[config.mk]
export PLATFORM = sky130hd
export DESIGN_NAME = maze_solver
export DESIGN_NICKNAME = d
export VERILOG_FILES = /design/src/rtl/maze_pkg.sv /design/src/rtl/maze_stack.sv /design/src/rtl/maze_solver.sv
export SDC_FILE = /design/constraint.sdc
export NUM_CORES = 2
export LEC_CHECK = 0
export CAP_MARGIN = 20
export CORE_ASPECT_RATIO = 2
export CORE_UTILIZATION = 57
export CTS_BUF_LIST = sky130_fd_sc_hd__clkbuf_8
export CTS_CLUSTER_SIZE = 10
export DETAILED_ROUTE_END_ITERATION = 12
export PLACE_DENSITY = 0.73
export REMOVE_ABC_BUFFERS = 1
export SKIP_CTS_REPAIR_TIMING = 1
export SLEW_MARGIN = 20
export SYNTH_ARGS = -nofsm -noshare
export SYNTH_HDL_FRONTEND = slang
export SYNTH_SLANG_ARGS = --single-unit
[constraint.sdc]
create_clock -name clk -period 7.7 [get_ports clk]
set_input_delay 1.54 -clock clk [delete_from_list [all_inputs] [get_ports clk]]
set_output_delay 1.54 -clock clk [all_outputs]
set_load 0.02 [all_outputs]
[src/rtl/maze_pkg.sv]
// maze_pkg: shared types and sizes for the depth-first maze solver
package maze_pkg;
    localparam int MAZE_DIM    = 16;
    localparam int COORD_W     = 4;
    localparam int STACK_DEPTH = 256;
    localparam int ENTRY_W     = 10;
    localparam int SP_W        = 8;
    typedef enum logic [2:0] {S_IDLE, S_CHKSTART, S_MARK, S_PROBE, S_POP, S_DONE, S_FAIL} state_t;
    typedef enum logic [1:0] {DIR_R, DIR_D, DIR_L, DIR_U} dir_t;
endpackage

[src/rtl/maze_stack.sv]
// maze_stack: 256x10 LIFO of {x,y,dir}, synchronous push, combinational top-of-stack
// ports: clk, rst_n (async, resets sp only), clr/push/pop controls, wdata in, sp depth, top entry
import maze_pkg::*;
module maze_stack (
    input  logic               clk,
    input  logic               rst_n,
    input  logic               clr,
    input  logic               push,
    input  logic               pop,
    input  logic [ENTRY_W-1:0] wdata,
    output logic [SP_W-1:0]    sp,
    output logic [ENTRY_W-1:0] top
);
    logic [ENTRY_W-1:0] mem [STACK_DEPTH];
    logic [SP_W-1:0] sp_q, sp_d;
    always_comb sp_d = clr ? '0 : push ? sp_q + 1'b1 : pop ? sp_q - 1'b1 : sp_q;
    always_ff @(posedge clk or negedge rst_n)
        if (!rst_n) sp_q <= '0;
        else        sp_q <= sp_d;
    always_ff @(posedge clk)
        if (push) mem[sp_q] <= wdata;
    assign sp  = sp_q;
    assign top = mem[sp_q - 1'b1];
endmodule

[src/rtl/maze_solver.sv]
// maze_solver: depth-first search from start to goal over a 16x16 bit-per-cell maze memory
// ports: clk, rst_n (async active-low), start pulse, Dout cell read data;
//        X/Y cell address, RD/WR strobes, Din write data, busy/done/fail status, path_len = stack depth
import maze_pkg::*;
module maze_solver #(
    parameter int START_X = 0,
    parameter int START_Y = 0,
    parameter int GOAL_X  = 15,
    parameter int GOAL_Y  = 15
) (
    input  logic       clk,
    input  logic       rst_n,
    input  logic       start,
    input  logic       Dout,
    output logic [3:0] X,
    output logic [3:0] Y,
    output logic       RD,
    output logic       WR,
    output logic       Din,
    output logic       busy,
    output logic       done,
    output logic       fail,
    output logic [7:0] path_len
);
    localparam logic [COORD_W-1:0] CMAX = COORD_W'(MAZE_DIM - 1);
    state_t state_q, state_d;
    logic [COORD_W-1:0] cx_q, cx_d, cy_q, cy_d, nx, ny;
    logic [2:0] dir_q, dir_d;
    logic inr, push, pop, clr;
    logic [SP_W-1:0] sp;
    logic [ENTRY_W-1:0] top;
    maze_stack u_stack (
        .clk(clk), .rst_n(rst_n), .clr(clr), .push(push), .pop(pop),
        .wdata({cx_q, cy_q, dir_q[1:0]}), .sp(sp), .top(top)
    );
    always_comb begin
        inr = dir_q[1:0] == DIR_R ? cx_q != CMAX :
              dir_q[1:0] == DIR_D ? cy_q != CMAX :
              dir_q[1:0] == DIR_L ? cx_q != '0 : cy_q != '0;
        nx  = dir_q[1:0] == DIR_R ? cx_q + 1'b1 : dir_q[1:0] == DIR_L ? cx_q - 1'b1 : cx_q;
        ny  = dir_q[1:0] == DIR_D ? cy_q + 1'b1 : dir_q[1:0] == DIR_U ? cy_q - 1'b1 : cy_q;
    end
    always_comb begin
        state_d = state_q;
        cx_d    = cx_q;
        cy_d    = cy_q;
        dir_d   = dir_q;
        push    = 1'b0;
        pop     = 1'b0;
        clr     = 1'b0;
        RD      = 1'b0;
        WR      = 1'b0;
        X       = '0;
        Y       = '0;
        case (state_q)
            S_IDLE, S_DONE, S_FAIL:
                if (start) begin
                    state_d = S_CHKSTART;
                    cx_d    = COORD_W'(START_X);
                    cy_d    = COORD_W'(START_Y);
                    dir_d   = '0;
                    clr     = 1'b1;
                end
            S_CHKSTART: begin
                RD      = 1'b1;
                X       = cx_q;
                Y       = cy_q;
                state_d = Dout ? S_FAIL : S_MARK;
            end
            S_MARK: begin
                WR      = 1'b1;
                X       = cx_q;
                Y       = cy_q;
                dir_d   = '0;
                state_d = (cx_q == COORD_W'(GOAL_X) && cy_q == COORD_W'(GOAL_Y)) ? S_DONE : S_PROBE;
            end
            S_PROBE:
                if (dir_q[2]) state_d = S_POP;
                else if (!inr) dir_d = dir_q + 1'b1;
                else begin
                    RD = 1'b1;
                    X  = nx;
                    Y  = ny;
                    if (Dout) dir_d = dir_q + 1'b1;
                    // a full stack cannot legally occur; treat it as an unsolvable maze
                    else if (sp == '1) state_d = S_FAIL;
                    else begin
                        push    = 1'b1;
                        cx_d    = nx;
                        cy_d    = ny;
                        state_d = S_MARK;
                    end
                end
            S_POP:
                if (sp == '0) state_d = S_FAIL;
                else begin
                    pop     = 1'b1;
                    cx_d    = top[9:6];
                    cy_d    = top[5:2];
                    dir_d   = {1'b0, top[1:0]} + 3'd1;
                    state_d = S_PROBE;
                end
            default: state_d = S_IDLE;
        endcase
    end
    always_ff @(posedge clk or negedge rst_n)
        if (!rst_n) begin
            state_q <= S_IDLE;
            cx_q    <= '0;
            cy_q    <= '0;
            dir_q   <= '0;
        end else begin
            state_q <= state_d;
            cx_q    <= cx_d;
            cy_q    <= cy_d;
            dir_q   <= dir_d;
        end
    assign Din      = WR;
    assign done     = state_q == S_DONE;
    assign fail     = state_q == S_FAIL;
    assign busy     = !(state_q == S_IDLE || done || fail);
    assign path_len = sp;
endmodule

# Yosys cells after proc, flatten, opt, wreduce, memory -nomap -nowiden
# Memories as Yosys holds them, arrays and structs flattened.
# Index checks and enable logic that the tools add are counted.
# totals
register_bits,22
ram_bits,2560
input_bits,4
out_inout_bits,22
word_cells,115
n_memories,1
# mem_list
memory,words,width,read_ports,rd_clocked_by_memory_dff,wr,line,source
u_stack.mem,256,10,1,0,1,maze_stack.sv:14,logic [ENTRY_W-1:0] mem [STACK_DEPTH];
# classes
n_addsub,8
eq_ne,23
muxes,59
reduce_logical,18
# ops
operator,count
4-bit two-way mux,19
3-bit two-way mux,13
8-bit two-way mux,3
4-bit case mux with 3 select lines,2
1-bit two-way mux,17
4-bit case mux with 2 select lines,2
3-bit case mux with 5 select lines,1
2-bit inequality test (second input constant),6
3-bit case mux with 4 select lines,1
4-bit nonzero test,3
3-bit equality test (second input constant),3
3-bit inequality test (second input constant),3
4-bit by 1-bit adder with 4-bit output (second input constant),2
8-bit by 1-bit adder with 8-bit output (second input constant),1
4-bit equality test (second input constant),2
8-bit equality test (second input constant),1
8-bit zero test,1
4-bit inequality test (second input constant),2
4-bit by 1-bit subtractor with 4-bit output (second input constant),2
8-bit by 1-bit subtractor with 8-bit output (second input constant),1
7-bit AND reduction,1
3-bit by 2-bit equality test with 1-bit output (second input constant),2
3-bit AND reduction,2
3-bit nonzero test,2
14 further kinds,16

# Logic depth before layout (Yosys ltp)
# depth
word_depth,9
mapped_depth,18
mapped_depth_nobuf,12

# Cells and area by module
# From an unflattened synthesis, not the netlist that was laid out.
# hier_totals
cells_unflattened,4673
area_unflattened_um2,100064.7
# modules_own_cells
mod,n_inst,cells_per_inst,area_per_inst_um2,seq_area_each_um2
maze_stack,1,4486,98538.3,77073.9
maze_solver,1,187,1526.5,350.3

# Worst setup path after synthesis
# Ideal clock, no wire load.
# synth_path
path_kind,flip-flop to output port
from,register cy_q[0]
to,output X[0]
arrival_ps,5767
required_time_ps,6160
setup_slack_ps,393
path_stages_with_launch,11
n_path_buf,0
cell_sequence,dfrtp_1 > inv_1 > ha_1 > nor4b_1 > a311oi_1 > o31ai_1 > nor2_1 > nand2_1 > nor3_1 > o21ai_0 > a21oi_1
# synth_via
elab_chain_cells,7
elab_cells_between_ends,8
cone_classes,eq/ne (1); mux (6); reduce/logical (1)
# synth_rtl
element,line,source
start: declaration,maze_solver.sv:27,"logic [COORD_W-1:0] cx_q, cx_d, cy_q, cy_d, nx, ny;"
start signal: assignment,maze_solver.sv:115,cy_q <= cy_d;
4-bit nonzero test,maze_solver.sv:39,dir_q[1:0] == DIR_L ? cx_q != '0 : cy_q != '0;
1-bit two-way mux,maze_solver.sv:39,
1-bit two-way mux (*),maze_solver.sv:38,dir_q[1:0] == DIR_D ? cy_q != CMAX :
1-bit two-way mux (*),maze_solver.sv:37,inr = dir_q[1:0] == DIR_R ? cx_q != CMAX :
4-bit two-way mux (*),maze_solver.sv:79,else if (!inr) dir_d = dir_q + 1'b1;
4-bit two-way mux (*),maze_solver.sv:78,if (dir_q[2]) state_d = S_POP;
4-bit case mux with 2 select lines (*),maze_solver.sv:55,case (state_q)
end: declaration,maze_solver.sv:15,"output logic [3:0] X,"
# Mark *: on every way between the ends. The rest lies on a longest branch, timed or not.

# Worst setup path in the final report
# layout_path
from,register dir_q[0]
to,output Y[3]
# layout_via
elab_chain_cells,7
elab_cells_between_ends,12
cone_classes,eq/ne (3); mux (8); reduce/logical (1)
# layout_rtl
element,line,source
start: declaration,maze_solver.sv:28,"logic [2:0] dir_q, dir_d;"
start signal: assignment,maze_solver.sv:116,dir_q <= dir_d;
2-bit equality test,maze_solver.sv:39,
1-bit two-way mux,maze_solver.sv:39,
1-bit two-way mux,maze_solver.sv:38,
1-bit two-way mux,maze_solver.sv:37,
4-bit two-way mux (*),maze_solver.sv:79,
4-bit two-way mux (*),maze_solver.sv:78,
4-bit case mux with 2 select lines (*),maze_solver.sv:55,
end: declaration,maze_solver.sv:16,"output logic [3:0] Y,"
# Marked as above.

==> flow_summary.yaml <==
synth:
  async_reset_ff_share_pct: 0.852
  netlist_instances: 4519
  syn_area_per_cell_um2: 22.3
  yosys.area.top_type_share_pct: 76.2
  yosysSeqAreaShare_pct: 76.8
  yosysUniqueCellTypes: 62
  synth_top_cell_by_area: "edfxtp_1"
  synthTopCellsByCount: "edfxtp_1 (2560), mux4_2 (769), nor2_1 (309)"
  synth_area_leaders: "edfxtp_1 (76%), mux4_2 (17%), nor2_1 (1.2%)"
  synth-edff-count: 2560
  synth_most_common_cell: "edfxtp_1"
  synth_ff_type: "edfxtp_1"
  ys_warn_count: 0
  synth-seq-cells: 2582
  syn_area_um2: 101000
critical_path:
  end_kind: "output pin"
  cp-start-kind: "flip-flop"
  cp_slowest_cell: "dfrtp_4"
  crit_buf_inv: 2
  path_cells: "buf_4 > ha_1 > nand2b_1 > o41ai_1 > xnor2_1 > nand3_1 > o21ai_0 > a22oi_1 > nor2_1 > clkdlybuf4s50_1"
  crit_fanout: 113
  cp_data_required_time_ps: 6160
  crit_type: "flip-flop to output pin"
  cp_top_family: "buffers and inverters"
  arrival_ps: 5160
  crit_path_max_incr_delay_ps: 890
sta:
  worstMarginPinSlew_ps: 1270
  skew_ps: 47.5
  fmax_ghz: 0.149
  fin_crit_ps: 6700
  tns_ps: 0
  finalCritPeriodShare_pct: 87.0
  setup_viol: 0
  rsz0062_at_grt: "false"
  slew-limit-headroom_pct: 14.9
  slew_violations: 0
  hold_violations: 0
  holdWs_ps: 710
floorplanning:
  fp.dieW_um: 299
  rows: 218
  ios: 26
  dieArea_um2: 179000
  start_util_pct: 57.3
  core_um2: 176000
  fp.dieH_um: 597
routing:
  routed_wl_um: 252000
  vias: 48575
  ant_nets: 0
  vias_per_cell: 6.66
  drc: 0
  firstDrtPassIters: 9
  drt_iter0_drc: 6224
  wl_per_cell_um: 34.5
clocking:
  root_buffer: "clkbuf_8"
  htreeDepth: 5
  cts_buffer_depth: 4
  cts_tree: "done"
  clk_pin_slew_ps: 80
  cts-buffers-inserted: 329
  clk_latency_ps: 920
  cts_sinks: 2582
placed_design:
  dp_hpwl_um: 158000
  gp_congestion: 0.962
  port_buffers: 25
pwr:
  peakVddDrop_uv: 528
  power_leakage_nw: 34.1
  power.density_nw_per_um2: 406
  power_mw: 44.7
status:
  outcome: "finished clean"
grt:
  grt_pass1_wl_um: 357000
  grt_pass1_vias: 49906
  grt_overflow_total: 0
  track_usage_pct: 28.6
  grt_max_degree: 194
  antenna_found_initial: 8
run:
  drv_cap: 0
final_layout:
  layout-drive-gt1-share_pct: 28.3
  syn_to_final_growth_pct: 9.07
  final_nets: 4792
hold_path:
  hp-class: "flip-flop to flip-flop"
## report_power, final
| part | internal [mW] | switching, mW |
|---|---|---|
| sequential | 17.0 | 0.622 |
| combinational | 7.12 | 11.1 |
| clock | 4.10 | 4.74 |
## sequential cells by signal (all words and copies together) (netlist names)
signal and count:
cx_q 4, cy_q 4, state_q 3, u_stack.sp 8, dir_q 3, u_stack.mem 2560
## per-stage QoR
stage,instance area [µm²],cells,setup WS [ps],utilization (%)
after global placement,104000,6739,1550,59.1
after detailed placement,104000,6742,1430,59.2
final,110000,7299,998,62.5
after global routing,110000,7292,801,62.5
after CTS,110000,7280,1050,62.4
after floorplan,99500,4273,-38740,-
## routing by layer
layer,GRT usage (%),vias to the layer above,wire length (µm)
met5,0,-,0
met4,18.4,0,18800
met3,4.85,714,19800
met2,50.1,2756,134000
met1,32.2,25563,79600
li1,-,19542,-
## worst register-to-register path: stages (launching register included)
cell and delay [ps]:
dfrtp_4 1100, inv_1 600, ha_4 1050, buf_12 390, buf_4 560, mux4_2 470, mux4_2 520, nand2_1 100
a21oi_1 190, a2111oi_0 1010, a32oi_1 230
## area by class of cell
class / count / area [µm²]
antenna: 8 / 20.0
clock buffer: 340 / 4680
clock inverter: 198 / 827
fill: 11511 / 66000
inverter: 15 / 56.3
multi-input combinational: 1676 / 22400
sequential: 2582 / 77500
tap: 2310 / 2890
timing repair buffer: 170 / 1620
## placed cells by master, fill, tap and decap left out, types with 7 or more instances in the layout
master	Yosys	layout
buf_12	0	17
dfrtp_4	0	11
ha_1	14	13
a22oi_1	32	32
buf_4	40	122
a31oi_1	14	14
nor2_2	0	82
a21oi_1	63	63
nor4_1	14	14
clkinv_1	0	62
mux2i_1	28	28
nand3_1	31	28
nand2_2	0	12
clkdlybuf4s50_1	0	25
clkbuf_8	0	340
nand4_1	11	11
and2_1	10	10
and3_1	10	10
nor3_1	27	27
edfxtp_1	2560	2560
clkinv_2	0	20
nand2_1	165	153
conb_1	1	10
mux4_2	769	769
inv_1	15	123
nor2b_1	12	12
a221oi_1	7	7
nor2_1	309	226
dfrtp_1	22	11
o22ai_1	14	14
o21ai_0	36	36
diode_2	0	8
a22o_1	14	14
## cell families after synthesis
logic type	synth area share, %
XOR/XNOR	0.148
adder cells (fa/ha/maj)	0.174
flip-flops	76.8
AO/OA/AOI/OAI	1.42
multiplexers	17.5
other	0.00372
buffers and inverters	1.35
AND/OR/NAND/NOR	2.63
## path summary, 6_finish.rpt
check / cells after the start / endpoint / slack (ps) / from
max: 10 / Y[3] / 1000 / dir_q[0]
min in group asynchronous: 2 / u_stack.sp[6] / 1030 / rst_n
max in group asynchronous: 2 / cy_q[1] / 6340 / rst_n
min reg2reg: 2 / dir_q[2] / 710 / dir_q[2]
min: 2 / dir_q[2] / 710 / dir_q[2]
max reg2reg: 10 / cy_q[3] / 1320 / u_stack.sp[0]
(Power assumes the default switching activity.)
